===== config.mk =====
export PLATFORM = sky130hd
export DESIGN_NAME = mem_wb_queue
export DESIGN_NICKNAME = d
export VERILOG_FILES = /design/src/rtl/mem_wb_queue.sv
export SDC_FILE = /design/constraint.sdc
export NUM_CORES = 1
export LEC_CHECK = 0
export CAP_MARGIN = 40
export CORE_MARGIN = 4
export CORE_UTILIZATION = 50
export DETAILED_ROUTE_END_ITERATION = 6
export GPL_ROUTABILITY_DRIVEN = 0
export PLACE_DENSITY_LB_ADDON = 0.15
export SETUP_SLACK_MARGIN = 0.1
export SYNTH_ARGS = -nofsm -noshare
export SYNTH_HDL_FRONTEND = slang
export SYNTH_SLANG_ARGS = --single-unit
export TNS_END_PERCENT = 20

===== constraint.sdc =====
create_clock -name clk -period 2.5 [get_ports clk]
set_input_delay 0.25 -clock clk [delete_from_list [all_inputs] [get_ports clk]]
set_output_delay 0.25 -clock clk [all_outputs]
set_load 0.05 [all_outputs]

===== src/rtl/mem_wb_queue.sv =====
// MEM->WB writeback queue: a DEPTH-entry circular buffer of multi-lane register
// write bundles with valid/ready on both sides, flush, x0 suppression and rdy freeze.
module mem_wb_queue #(
    parameter int DATA_W        = 32,
    parameter int ADDR_W        = 5,
    parameter int LANES         = 1,
    parameter int DEPTH         = 2,
    parameter int ZERO_SUPPRESS = 1
) (
    input  logic                      clk,
    input  logic                      rst,
    input  logic                      rdy,
    input  logic                      flush,
    input  logic                      in_valid,
    output logic                      in_ready,
    input  logic [LANES*DATA_W-1:0]   in_rd_data,
    input  logic [LANES*ADDR_W-1:0]   in_rd_addr,
    input  logic [LANES-1:0]          in_rd_en,
    output logic                      out_valid,
    input  logic                      out_ready,
    output logic [LANES*DATA_W-1:0]   wb_rd_data,
    output logic [LANES*ADDR_W-1:0]   wb_rd_addr,
    output logic [LANES-1:0]          wb_rd_enable,
    output logic [$clog2(DEPTH):0]    occupancy
);

    localparam int PTR_W = $clog2(DEPTH);
    localparam int CNT_W = PTR_W + 1;

    typedef struct packed {
        logic [LANES*DATA_W-1:0] data;
        logic [LANES*ADDR_W-1:0] addr;
        logic [LANES-1:0]        en;
    } bundle_t;

    bundle_t          mem_q [DEPTH];
    bundle_t          head;
    logic [PTR_W-1:0] wp_q, wp_d;
    logic [PTR_W-1:0] rp_q, rp_d;
    logic [CNT_W-1:0] count_q, count_d;
    logic             push;
    logic             pop;

    // Handshake flags come from registered count only, so in_ready never sees out_ready.
    assign in_ready  = (count_q < CNT_W'(DEPTH));
    assign out_valid = (count_q != '0);
    assign occupancy = count_q;

    assign push = rdy && in_valid && in_ready && !flush;
    assign pop  = rdy && out_valid && out_ready && !flush;

    // NOTE: every always_comb output gets a default first so no path infers a latch.
    always_comb begin
        wp_d    = wp_q;
        rp_d    = rp_q;
        count_d = count_q;
        if (rdy) begin
            if (flush) begin
                wp_d    = '0;
                rp_d    = '0;
                count_d = '0;
            end else begin
                if (push) wp_d = wp_q + 1'b1;
                if (pop)  rp_d = rp_q + 1'b1;
                if (push && !pop)      count_d = count_q + 1'b1;
                else if (!push && pop) count_d = count_q - 1'b1;
            end
        end
    end

    // NOTE: storage is cleared on reset so a stale entry can never surface on wb_*.
    always_ff @(posedge clk) begin
        if (!rst) begin
            wp_q    <= '0;
            rp_q    <= '0;
            count_q <= '0;
            for (int i = 0; i < DEPTH; i++) mem_q[i] <= '0;
        end else begin
            wp_q    <= wp_d;
            rp_q    <= rp_d;
            count_q <= count_d;
            if (push) mem_q[wp_q] <= '{data: in_rd_data, addr: in_rd_addr, en: in_rd_en};
        end
    end

    assign head = mem_q[rp_q];

    always_comb begin
        wb_rd_data   = '0;
        wb_rd_addr   = '0;
        wb_rd_enable = '0;
        if (out_valid) begin
            wb_rd_data = head.data;
            wb_rd_addr = head.addr;
            for (int i = 0; i < LANES; i++) begin
                wb_rd_enable[i] = head.en[i] &&
                    !((ZERO_SUPPRESS != 0) && (head.addr[i*ADDR_W +: ADDR_W] == '0));
            end
        end
    end

endmodule


==> impl_metrics.tcl <==
set metrics [dict create \
    fin_crit_sh_pct 89.42 \
    endpoint_kind "primary output" \
    fillers 547 \
    fin_nets 420 \
    synth_xor_area_share_pct 0 \
    ys_top_cells_by_count "edfxtp_1 (76), and2_1 (40), and3_1 (38), nor2_1 (38), mux2i_1 (37)" \
    yosysSeqAreaShare_pct 63.53 \
    min_period_ns 2.235 \
    yosys.cell_types.count 33 \
    htree_levels 3 \
    drtIter0Drc 89 \
    yosys.area.top_type "edfxtp_1" \
    final_antenna_net_count 0 \
    grt_util_all_layers_pct 18.27 \
    async_flop_share_pct 0 \
    finalPower_mw 2.874 \
    clk_pin_slew_worst_paths_ns 0.07 \
    clk_latency_ns 0.35 \
    clock_path_buffers 2 \
    ys_ff_latch 81 \
    syn-cell-area_sq_um 3750 \
    synthAdderAreaFrac_pct 0 \
    clock-sinks 81 \
    routedWlPerCell_microns 16.52 \
    syn_avg_cell_area_sq_um 12.89 \
    rsz0062_at_grt "false" \
    power_density_nw_per_um2 588.9 \
    cts_buffers 9 \
    setup_viol 0 \
    synth_ff_type "edfxtp_1" \
    via_per_inst 5.356 \
    rows 31 \
    holdPathStages 1 \
    synth-edff-count 76 \
    synth_compound_area_share_pct 2.569 \
    initial_utilization_pct 51.70 \
    hpwlAfterDp_microns 4856 \
    io_pins 86 \
    die_h_microns 94.60 \
    synth_top_family_by_area "simple AND/OR/NAND/NOR gates" \
    ff2ff_path_depth 6 \
    synth_area_leaders "edfxtp_1 (61%), mux2i_1 (9.9%), and2_1 (6.7%)" \
    yosysWarnings 0 \
    fin_setup_tns_ns 0 \
    cts_tree "done" \
    grt_max_degree 42 \
    yosys.area_share.simple_pct 20.19 \
    syn_inst 291 \
    final_hold_viol_count 0 \
    syn2layout_area_growth_pct 30.16 \
    hp-class "flip-flop to flip-flop" \
    syn-num-nets 335 \
    drv_cap 0 \
    cpMaxStageDelayCell "dfxtp_1" \
    diodes 0 \
    vias 2571 \
    core_sq_um 7253 \
    postCtsResizedCells 0 \
    path_buf_inv 3 \
    grt_pass1_vias 2589 \
    root_buffer "clkbuf_8" \
    crit_chain "nor2_4 > buf_16 > inv_1 > o2111ai_1 > o31ai_2 > buf_4" \
    antenna_found_initial 0 \
    wirelength_microns 7931 \
    slew_headroom_pct 61.04 \
    die_area_sq_um 8949 \
    max_slew.worst_pin.slew_ns 0.5835 \
    synth.mux.area_fraction_pct 10.18 \
    skew_ns 0.009021 \
    crit_required_ns 2.25 \
    crit_fanout 20 \
    worstSetupPathType "flip-flop to primary output" \
    cts-hold-fix-buffers 0 \
    worstPathArrival_ns 1.99 \
    drc_errors 0 \
    grt_overflow 0 \
    grt_pass1_wl_microns 12340 \
    drv_slew 0 \
    ir_worst_vdd_v 0.0003560 \
    fmax_ghz 0.4473 \
    drive_gt1_share_pct 19.16 \
    critPathMaxStageDelay_ns 0.69 \
    drt_pass1_iterations 4 \
    leakagePower_nw 1.918 \
    synthDominantCellAreaShare_pct 60.86 \
    start_kind "flip-flop" \
    worstSetupPathDepth 6 \
    post_cts_buffers 0 \
    port_buffers 85 \
    outcome "finished, final reports clean" \
    crit_family "flip-flops" \
    dieWidth_microns 94.60 \
    synth.most_common_cell "edfxtp_1" \
]
[layout make-up]
type	count	area (sq um)	share of cell area [%]
inverter	3	11.26	0.2307
tap	99	123.9	2.538
multi-input combinational	186	1265	25.92
clock buffer	11	131.4	2.692
timing repair buffer	95	885.9	18.15
clock inverter	5	80.08	1.641
sequential	81	2384	48.83
[registers in the layout (all words and copies together) (netlist names), named ones only]
register / flops
occupancy: 2
rp_q: 1
mem_q: 76
wp_q: 1
[layer usage]
| metal | share of wire (%) | GRT usage (%) | up-vias |
|---|---|---|---|
| li1 | - | - | 1221 |
| met1 | 42 | 21.97 | 1260 |
| met2 | 50 | 30.48 | 75 |
| met3 | 6.2 | 5.179 | 15 |
| met4 | 1.9 | 8.173 | 0 |
| met5 | 0 | 0 | - |
[worst reg2reg max path: stages (launching register included)]
cell,delay [ns]
dfxtp_1,0.69
nor2_4,0.18
buf_16,0.21
inv_1,0.10
and2_1,0.18
o21ai_1,0.08
a32o_1,0.27
[metrics by stage]
stage               utilization, %  instances  setup WS, ns  instance area [sq um]  hold slack, ns
floorplan                        -        291        0.1850                   3757          0.4482
global placement             63.91        462        0.3626                   4636          0.5135
detailed placement           64.29        463        0.3119                   4663          0.5254
CTS                          67.21        479        0.1626                   4875          0.5424
global route                 67.29        480        0.1173                   4881          0.5521
finish                       67.29        480        0.2646                   4881          0.5467
[placed cells by master, fill, tap and decap left out, drive strengths merged, types with 3 or more instances in the layout]
| master | count |
|---|---|
| and2 | 40 |
| o21ai | 4 |
| nor2b | 4 |
| edfxtp | 76 |
| inv | 3 |
| clkbuf | 11 |
| clkdlybuf4s50 | 46 |
| nand2b | 3 |
| dfxtp | 5 |
| and3 | 38 |
| nand2 | 3 |
| mux2i | 37 |
| buf | 49 |
| nor2 | 39 |
[final timing paths]
check / startpoint / end / slack [ns]
setup / recovery: occupancy[1] / wb_rd_enable / 0.26
hold / removal: rp_q / rp_q / 0.55
hold reg to reg: rp_q / rp_q / 0.55
setup reg to reg: occupancy[1] / flip-flop / 0.68
[kinds of logic after synthesis]
logic type	Yosys count
and+or+nand+nor	133
AOI/OAI and AO/OA	14
DFF	81
buffers and inverters	25
muxes	38
[power by group]
| part | leakage [nW] | switching (mW) | internal, mW |
|---|---|---|---|
| Sequential | 0.828 | 0.0201 | 1.54 |
| Clock | 0.0995 | 0.457 | 0.562 |
| Combinational | 0.991 | 0.169 | 0.131 |
| Total | 1.92 | 0.646 | 2.23 |
(Power assumes the default switching activity.)
